--- src/rtl/prod_pkg.sv ---
// Shared types and constants for the prod free-running word producer.
package prod_pkg;

  localparam int LFSR_W = 16;
  // Taps at bits 15, 13, 12, 10: x^16 + x^14 + x^13 + x^11 + 1
  localparam logic [LFSR_W-1:0] LFSR_TAPS = 16'hB400;
  localparam logic [LFSR_W-1:0] DEFAULT_SEED = 16'hACE1;
  localparam int DATA_W = 8;

  typedef enum logic {
    WAIT = 1'b0,
    SEND = 1'b1
  } state_t;

  // One Fibonacci shift-left step; the XOR of the tapped bits enters bit 0.
  function automatic logic [LFSR_W-1:0] lfsr_next(input logic [LFSR_W-1:0] v);
    return {v[LFSR_W-2:0], ^(v & LFSR_TAPS)};
  endfunction

endpackage

--- src/rtl/prod_lfsr.sv ---
// 16-bit Fibonacci LFSR that advances one step whenever step is high.
module prod_lfsr
  import prod_pkg::*;
(
  input  logic              clk,
  input  logic              rst_b,
  input  logic              step,
  input  logic [LFSR_W-1:0] seed,
  output logic [LFSR_W-1:0] q
);

  logic [LFSR_W-1:0] q_reg;

  always_ff @(posedge clk or negedge rst_b) begin
    if (!rst_b) begin
      q_reg <= seed;
    end else if (step) begin
      q_reg <= lfsr_next(q_reg);
    end
  end

  assign q = q_reg;

endmodule

--- src/rtl/prod.sv ---
// Free-running producer: emits an incrementing byte with a one-cycle val strobe,
// separated by pseudo-random idle gaps of 1..2^GAP_BITS cycles.
module prod
  import prod_pkg::*;
#(
  parameter logic [LFSR_W-1:0] SEED     = DEFAULT_SEED,
  parameter int                GAP_BITS = 2
) (
  input  logic              clk,
  input  logic              rst_b,
  output logic              val,
  output logic [DATA_W-1:0] data
);

  // One extra bit so the counter can hold 2^GAP_BITS.
  localparam int CNT_W = GAP_BITS + 1;
  localparam logic [CNT_W-1:0] CNT_ONE = CNT_W'(1);
  localparam logic [CNT_W-1:0] CNT_RST = {1'b0, SEED[GAP_BITS-1:0]} + CNT_ONE;

  state_t            state_reg, state_next;
  logic [CNT_W-1:0]  cnt_reg, cnt_next;
  logic [DATA_W-1:0] seq_reg, seq_next;
  logic [DATA_W-1:0] data_reg, data_next;
  logic              val_reg, val_next;
  logic              lfsr_step;
  logic [LFSR_W-1:0] lfsr_q;
  logic [LFSR_W-1:0] lfsr_nxt;

  prod_lfsr u_lfsr (
    .clk  (clk),
    .rst_b(rst_b),
    .step (lfsr_step),
    .seed (SEED),
    .q    (lfsr_q)
  );

  // The gap is loaded from the value the LFSR is about to take on this edge.
  assign lfsr_nxt = lfsr_next(lfsr_q);

  always_comb begin
    state_next = state_reg;
    cnt_next   = cnt_reg;
    seq_next   = seq_reg;
    data_next  = data_reg;
    val_next   = 1'b0;
    lfsr_step  = 1'b0;
    case (state_reg)
      WAIT: begin
        cnt_next = cnt_reg - CNT_ONE;
        if (cnt_reg == CNT_ONE) begin
          state_next = SEND;
          val_next   = 1'b1;
          data_next  = seq_reg;
          seq_next   = seq_reg + 8'd1;
        end
      end
      SEND: begin
        state_next = WAIT;
        lfsr_step  = 1'b1;
        cnt_next   = {1'b0, lfsr_nxt[GAP_BITS-1:0]} + CNT_ONE;
      end
      default: begin
        state_next = WAIT;
      end
    endcase
  end

  always_ff @(posedge clk or negedge rst_b) begin
    if (!rst_b) begin
      state_reg <= WAIT;
      cnt_reg   <= CNT_RST;
      seq_reg   <= '0;
      data_reg  <= '0;
      val_reg   <= 1'b0;
    end else begin
      state_reg <= state_next;
      cnt_reg   <= cnt_next;
      seq_reg   <= seq_next;
      data_reg  <= data_next;
      val_reg   <= val_next;
    end
  end

  assign val  = val_reg;
  assign data = data_reg;

endmodule

--- config.mk ---
export PLATFORM = sky130hd
export DESIGN_NAME = prod
export DESIGN_NICKNAME = d
export VERILOG_FILES = /design/src/rtl/prod_pkg.sv /design/src/rtl/prod_lfsr.sv /design/src/rtl/prod.sv
export SDC_FILE = /design/constraint.sdc
export NUM_CORES = 1
export LEC_CHECK = 0
export ABC_AREA = 1
export BUFFER_PORTS_ARGS = -buffer_cell sky130_fd_sc_hd__buf_2
export CAP_MARGIN = 20
export CORE_MARGIN = 1.5
export CORE_UTILIZATION = 58
export CTS_CLUSTER_DIAMETER = 120
export DETAILED_ROUTE_END_ITERATION = 16
export PLACE_DENSITY = 0.77
export SLEW_MARGIN = 40
export SYNTH_ARGS = -nofsm -noshare
export SYNTH_HDL_FRONTEND = slang
export SYNTH_SLANG_ARGS = --single-unit
--- constraint.sdc ---
create_clock -name clk -period 1.43 [get_ports clk]
set_input_delay 0.2145 -clock clk [delete_from_list [all_inputs] [get_ports clk]]
set_output_delay 0.2145 -clock clk [all_outputs]
set_load 0.01 [all_outputs]
==> flow_metrics.tcl <==
set metrics [dict create \
    leakagePower_nw 0.936 \
    cap_violations 0 \
    io_buffers 10 \
    synth_seq_cells 36 \
    status "complete, no violations" \
    ant_nets 0 \
    io_pins 11 \
    synth_top_area_cell "dfrtp_1" \
    grt_pass1_wl_mm 4.80 \
    drcViolationCount 0 \
    drt-initial-drc-count 58 \
    drt_pass1_iterations 4 \
    place_hpwl_mm 2.05 \
    largest_reg_flops 16 \
    drt_wl_total_mm 2.93 \
    grt_pass1_vias 1104 \
    final_common_cell "nand2_1" \
    hold_viol 0 \
    gp_congestion 0.765 \
    antenna_found_initial 0 \
    finClkSkew_ps 11.8 \
    ys.warnings.count 0 \
    startpoint_type "flip-flop" \
    cts.sinks 36 \
    dieArea_mm2 0.00316 \
    fp-row-count 19 \
    fin_util 0.685 \
    total_power_mw 1.61 \
    finalCriticalPeriod_ps 1360 \
    synth_top_area_share 0.411 \
    area_delta_synth_final_pct 13.9 \
    overflow 0 \
    report.final.slew_viol_count 0 \
    die_y_um 56.2 \
    ys_types 23 \
    cts-root-buf "clkbuf_4" \
    via_per_inst 5.17 \
    worst_pin_slew_ps 425 \
    start_util 0.601 \
    clkLatencyLatePin_ps 340 \
    cts_made_buffers 5 \
    drive_gt1_frac 0.244 \
    setup_viol 0 \
    period_share 0.951 \
    tns_ps 0 \
    ys_top_cells_by_area "dfrtp_1 41%, dfstp_2 14%, nand2_1 13%" \
    clock_path_buffers 2 \
    critPathArrivalTime_ps 1620 \
    grt_usage 0.201 \
    fmax_mhz 735 \
    synthCells 182 \
    worstPathRequired_ps 1690 \
    dieWidth_um 56.2 \
    synth_nets 187 \
    rsz0062_at_grt "no" \
    diodes 0 \
    htreeDepth 2 \
    ys_seq_area_frac 0.555 \
    clk_pin_slew_ps 110 \
    worstSetupEndpointType "flip-flop" \
    setup_ws_ps 70.3 \
    syn_area_mm2 0.00164 \
    nNetsFinal 209 \
    power_density_mw_per_mm2 861 \
    coreArea_mm2 0.00273 \
    layout_common_cells "59 x nand2_1, 27 x dfrtp_1, 25 x inv_1" \
    hp-class "input port to async pin" \
    irDropWorstVdd_mv 0.729 \
    criticalPathCategory "flip-flop to flip-flop" \
    grt_start_max_net_pins 25 \
    cp_max_fo 8 \
    wl_per_cell_um 12.4 \
    avgSynthCellArea_um2 9.03 \
    place_ws_ps 12.3 \
    route.vias.total 1219 \
    cts_tree "yes" \
    max_slew_margin 0.717 \
]
==> stage by stage <==
stage	hold WS, ps	instance area [um^2]	cells
2_1_floorplan	-81.1	1640	182
4_1_cts	336	1810	231
3_5_place_dp	174	1740	222
6_report	326	1870	236
3_3_place_gp	170	1740	222
5_1_grt	346	1870	236
==> synthesized netlist by cell type <==
library cell and number:
buf_2 1, buf_6 1, buf_8 1, clkbuf_1 3, dfrtp_1 27, dfstp_2 9
ha_1 3, inv_1 26, inv_2 1, inv_6 1, nand2_1 59, nand2_2 1
nand3_1 6, nand4_1 6, nor2_1 3, nor2_4 1, nor2_8 1, o21a_1 1
o21ai_0 16, o21ai_1 4, o21ai_2 6, xnor2_1 2, xor2_1 3
==> kinds of logic (layout without fill, tap and decap cells) <==
logic type | Yosys count | in the layout | synth area share
flops | 36 | 36 | 0.555
compound gates | 27 | 27 | 0.0974
simple gates | 77 | 77 | 0.205
buf+inv | 34 | 57 | 0.0928
xor+xnor | 5 | 5 | 0.0266
fa+ha+maj | 3 | 3 | 0.0228
==> worst max-delay path: stages, from the launching register on <==
cell and delay (ps):
dfstp_2 550, inv_2 50, ha_4 160, nand2_4 80, nor2_8 60, inv_8 80, buf_4 150, nand2_1 80
o21ai_2 70
==> path summary, 6_finish.rpt <==
check / startpoint / end / slack (ps) / cells past startpoint
worst max-delay path: cnt_reg[1] / data[5] / 70 / 8
worst min-delay path: rst_b / data[4] / 330 / 2
worst max register to register: cnt_reg[1] / data[5] / 70 / 8
worst min register to register: u_lfsr.q[5] / u_lfsr.q[6] / 490 / 2
max in group asynchronous: rst_b / u_lfsr.q[15] / 580 / 3
min in group clk: u_lfsr.q[5] / u_lfsr.q[6] / 490 / 2
==> repair_timing <==
action,CTS,global route
setup endpoints to repair,2,6
cloned,0,0
buffers inserted,0,5
hold endpoints to repair,15,0
hold buffers,1,0
pin swaps,0,2
gates resized for setup,1,5
==> area by class of cell <==
| type | instances | area [um^2] |
|---|---|---|
| clock buffer | 6 | 51.3 |
| clock inverter | 2 | 10.0 |
| fill | 200 | 861 |
| inverter | 28 | 113 |
| multi-input combinational | 112 | 597 |
| sequential | 36 | 912 |
| tap | 31 | 38.8 |
| timing repair buffer | 21 | 151 |
==> power by group <==
group	switching, mW	total [mW]	leakage (nW)	internal (mW)
registers	0	1.02	0.442	1.02
logic	0.0198	0.0280	0.456	0.00815
clock network	0.332	0.566	0.0380	0.234
total	0.351	1.61	0.936	1.26
==> per-layer routing <==
layer	global-route usage	wire (um)
met5	0	0
met4	0.0612	18
met3	0.0698	141
met2	0.304	1400
met1	0.275	1380
Note: power is estimated with default switching activity, not from simulation.
